$ cat src/rtl/inst_data_arbiter.sv
// rtl/inst_data_arbiter.sv - Arbitrates instruction-fetch and load/store requests onto one bus.
// Keeps at most one bus transaction in flight and routes the handshakes back to its owner.
module inst_data_arbiter #(
    parameter int FAIR = 1
) (
    input  logic        clk,
    input  logic        rst,

    input  logic        inst_req,
    input  logic [31:0] inst_addr,
    output logic        inst_addr_ok,
    output logic        inst_data_ok,
    output logic [31:0] inst_rdata,

    input  logic        data_req,
    input  logic        data_wr,
    input  logic [1:0]  data_size,
    input  logic [31:0] data_addr,
    input  logic [31:0] data_wdata,
    output logic        data_addr_ok,
    output logic        data_data_ok,
    output logic [31:0] data_rdata,

    output logic        bus_req,
    output logic        bus_wr,
    output logic [1:0]  bus_size,
    output logic [31:0] bus_addr,
    output logic [31:0] bus_wdata,
    input  logic        bus_addr_ok,
    input  logic        bus_data_ok,
    input  logic [31:0] bus_rdata
);

    typedef enum logic [1:0] {
        IDLE = 2'd0,
        ADDR = 2'd1,
        WAIT = 2'd2
    } stateT;

    stateT       state;
    stateT       stateNext;
    logic        ownerData;
    logic        lastData;
    logic        latWr;
    logic [1:0]  latSize;
    logic [31:0] latAddr;
    logic [31:0] latWdata;

    logic        grant;
    logic        grantData;
    logic        addrOk;
    logic        dataOk;
    logic        inAddr;

    always_ff @(posedge clk or posedge rst) begin
        if (rst) begin
            state     <= IDLE;
            ownerData <= 1'b0;
            lastData  <= 1'b0;
            latWr     <= 1'b0;
            latSize   <= 2'd0;
            latAddr   <= 32'd0;
            latWdata  <= 32'd0;
        end else begin
            state <= stateNext;
            if (grant) begin
                ownerData <= grantData;
                lastData  <= grantData;
                latWr     <= grantData ? data_wr : 1'b0;
                latSize   <= grantData ? data_size : 2'd2;
                latAddr   <= grantData ? data_addr : inst_addr;
                latWdata  <= grantData ? data_wdata : 32'd0;
            end
        end
    end

    always_comb begin
        // On a tie the fair arbiter hands the bus to whoever did not have it last
        if (FAIR != 0) begin
            grantData = data_req && (!inst_req || !lastData);
        end else begin
            grantData = data_req;
        end
        grant     = 1'b0;
        addrOk    = 1'b0;
        dataOk    = 1'b0;
        stateNext = state;
        case (state)
            IDLE: begin
                if (inst_req || data_req) begin
                    grant     = 1'b1;
                    stateNext = ADDR;
                end
            end
            ADDR: begin
                addrOk = bus_addr_ok;
                if (bus_addr_ok) begin
                    if (bus_data_ok) begin
                        dataOk    = 1'b1;
                        stateNext = IDLE;
                    end else begin
                        stateNext = WAIT;
                    end
                end
            end
            WAIT: begin
                dataOk = bus_data_ok;
                if (bus_data_ok) begin
                    stateNext = IDLE;
                end
            end
            default: stateNext = IDLE;
        endcase
    end

    assign inAddr       = (state == ADDR);
    assign bus_req      = inAddr;
    assign bus_wr       = inAddr & latWr;
    assign bus_size     = inAddr ? latSize : 2'd0;
    assign bus_addr     = inAddr ? latAddr : 32'd0;
    assign bus_wdata    = inAddr ? latWdata : 32'd0;

    assign inst_addr_ok = addrOk & ~ownerData;
    assign inst_data_ok = dataOk & ~ownerData;
    assign data_addr_ok = addrOk & ownerData;
    assign data_data_ok = dataOk & ownerData;
    assign inst_rdata   = bus_rdata;
    assign data_rdata   = bus_rdata;

endmodule

$ cat config.mk
export PLATFORM = sky130hd
export DESIGN_NAME = inst_data_arbiter
export DESIGN_NICKNAME = d
export VERILOG_FILES = /design/src/rtl/inst_data_arbiter.sv
export SDC_FILE = /design/constraint.sdc
export NUM_CORES = 1
export LEC_CHECK = 0
export ABC_CLOCK_PERIOD_IN_PS = 4700
export BUFFER_PORTS_ARGS = -buffer_cell sky130_fd_sc_hd__buf_2
export CORE_UTILIZATION = 25
export DETAILED_ROUTE_END_ITERATION = 8
export SYNTH_ARGS = -nofsm -noshare
export SYNTH_HDL_FRONTEND = slang
export SYNTH_SLANG_ARGS = --single-unit
export TNS_END_PERCENT = 1
$ cat constraint.sdc
create_clock -name clk -period 4.7 [get_ports clk]
set_input_delay 0.47 -clock clk [delete_from_list [all_inputs] [get_ports clk]]
set_output_delay 0.47 -clock clk [all_outputs]
set_load 0.01 [all_outputs]
==> impl_metrics.tcl <==
set metrics [dict create \
    run_status "finished clean" \
    syn_nets 560 \
    ys.warnings.count 0 \
    seq_area_frac_synth_pct 45.71 \
    pre_cts_ws_ps 2268 \
    fillCellCount 1565 \
    postCtsSetupBuffers 0 \
    slew_headroom_pct 10.97 \
    place_inst 693 \
    grt_max_degree 73 \
    final_cell_area_sq_um 4717 \
    diodes 0 \
    cts_max_path_buffers 2 \
    track_usage_pct 12.67 \
    p_leak_uw 0.002450 \
    dieWidth_microns 125.8 \
    criticalPathCategory "flip-flop to output pin" \
    finalHoldViolCount 0 \
    end_kind "output pin" \
    vias 3175 \
    hold_class "input port to flip-flop" \
    rr_worst_depth 4 \
    crit_path_start_kind "flip-flop" \
    cp-startpoint "state[1]$_DFFE_PP0P_" \
    drv_cap 0 \
    antenna_found_initial 0 \
    clock_sinks 70 \
    top_layer "met4" \
    first_pass_iters 4 \
    fin_crit_sh_pct 58.34 \
    netlist_instances 420 \
    area_growth_syn_to_layout_pct 23.08 \
    synthSimpleGateAreaFrac_pct 19.39 \
    placed_area_sq_um 4383 \
    placeableCoreArea_sq_um 14750 \
    required_ps 4230 \
    clk_latency_ps 330 \
    cts_root_buffer "clkbuf_16" \
    routed_via_density 4.478 \
    grt_pass1_vias 3277 \
    ir_drop_mv 0.2423 \
    ys_seq_elements 70 \
    drive_above_1_share_pct 38.29 \
    whs_ps 348.7 \
    syn_avg_cell_area_sq_um 9.125 \
    mostFrequentLayoutCells "buf_2 (176), dfrtp_1 (70), and2_1 (68)" \
    synth_compound_area_share_pct 17.56 \
    hold_buffers 0 \
    synth_top_family_by_area "simple AND/OR/NAND/NOR gates" \
    arrival_ps 2270 \
    htree_num_levels 3 \
    synthAdderAreaFrac_pct 0.9794 \
    synth_xor_area_share_pct 0 \
    netlist_area_sq_um 3832 \
    first_iter_violations 53 \
    maxSlewViolCount 0 \
    rr_endpoint "latWdata[3]$_DFFE_PP0P_" \
    rows 44 \
    cts_tree "done" \
    fin_setup_tns_ps 0 \
    synthDistinctLibCells 23 \
    worstReg2RegStart "state[0]$_DFFE_PP0P_" \
    numCtsBuffers 9 \
    skew_ps 9.127 \
    p_per_area_nw_per_um2 661.2 \
    overflow 0 \
    wl_met3_microns 631 \
    rsz0062_at_grt "false" \
    grt_pass1_wl_mm 15.88 \
    clk_pin_slew_worst_paths_ps 60 \
    synthMuxAreaShare_pct 0.2938 \
    wl_per_cell_microns 13.99 \
    wl_met1_mm 4.396 \
    post_cts_resized 0 \
    setup_ws_ps 1958 \
    hpwl_mm 6.895 \
    die_y_microns 125.8 \
    max_freq_ghz 0.3647 \
    ioPinCount 273 \
    setup_viol 0 \
    r2r_setup_slack_ps 2460 \
    crit_end "data_data_ok" \
    layout_commonest_cell "buf_2" \
    dieArea_sq_um 15830 \
    portBuffers 176 \
    wl_met2_mm 4.634 \
    ant_nets 0 \
    start_util_pct 25.98 \
    period_needed_ps 2742 \
    drc 0 \
    crit_path_max_fanout 72 \
    nNetsFinal 660 \
    max_slew.worst_pin.slew_ps 1335 \
    stdcell_count 709 \
    drt_wl_total_mm 9.916 \
    gp_congestion 0.7299 \
]
through the flow:
stage,util [%],power (uW)
2_1_floorplan,-,1959
3_3_place_gp,29.71,2369
3_5_place_dp,29.71,2407
4_1_cts,31.97,3181
5_1_grt,31.97,3367
6_report,31.97,3119
synthesized netlist by cell type, drive strengths merged:
cell / instances / area share (%)
nand2: 38 / 3.7
a21bo: 1 / 0.26
and3: 1 / 0.16
nor2b: 2 / 0.33
nor3: 2 / 0.26
or4: 1 / 0.20
nor2: 33 / 3.2
o21ai: 1 / 0.13
a22o: 34 / 7.8
o22a: 1 / 0.23
and2: 68 / 11
nor3b: 2 / 0.39
o31ai: 1 / 0.20
clkbuf: 17 / 1.7
dfrtp: 70 / 46
ha: 3 / 0.98
buf: 74 / 14
o21a: 1 / 0.20
a21oi: 65 / 8.5
inv: 3 / 0.29
a21boi: 1 / 0.29
mux2: 1 / 0.29
report_power, final:
part / total, uW / switching (uW) / leakage [uW] / internal (uW)
combinational: 1370 / 779 / 0.00144 / 592
clock: 748 / 254 / 0.000162 / 493
sequential: 1000 / 133 / 0.000847 / 868
total: 3120 / 1170 / 0.00245 / 1950
layout make-up:
cell class                      count  area [sq um]  area share [%]
Tap cell                          184         230.2           4.881
Clock inverter                      5         81.33           1.724
Inverter                            3         11.26          0.2387
Clock buffer                       11         252.7           5.358
Timing Repair Buffer              180         910.9           19.31
Sequential cell                    70          1752           37.14
Multi-Input combinational cell    256          1479           31.35
metal layers:
metal,track usage [%],vias up
met5,0,-
met4,7.016,0
met3,3.059,35
met2,20.85,95
met1,15.26,1515
li1,-,1530
worst min path at each step:
stage | startpoint | end | slack, ps | depth (start not counted)
after CTS | data_wdata[30] | latWdata[30]$_DFFE_PP0P_ | 330 | 2
after floorplan | latWdata[26]$_DFFE_PP0P_ | latWdata[26]$_DFFE_PP0P_ | 460 | 1
final | data_wdata[23] | latWdata[23]$_DFFE_PP0P_ | 350 | 2
after global routing | data_wdata[27] | latWdata[27]$_DFFE_PP0P_ | 330 | 2
after global placement | latWdata[26]$_DFFE_PP0P_ | latWdata[26]$_DFFE_PP0P_ | 480 | 1
after detailed placement | latWdata[17]$_DFFE_PP0P_ | latWdata[17]$_DFFE_PP0P_ | 480 | 1
cells by family (layout without fill, tap and decap cells):
family,count (synthesis),count (layout)
buf+inv,94,199
flops,70,70
fa+ha+maj,3,3
simple gates,147,147
compound gates,105,105
mux,1,1
sequential cells by signal, indices dropped and copies added, names as in the netlist:
register,flops
state,2
latAddr,32
latWr,1
lastData,1
latWdata,32
latSize,2
critical path: stages, from the launching register on:
cell	delay (ps)
dfrtp_1	390
inv_1	90
ha_2	880
a21oi_1	180
nor3b_1	230
buf_2	160
Power figures use the tool's default switching activity.
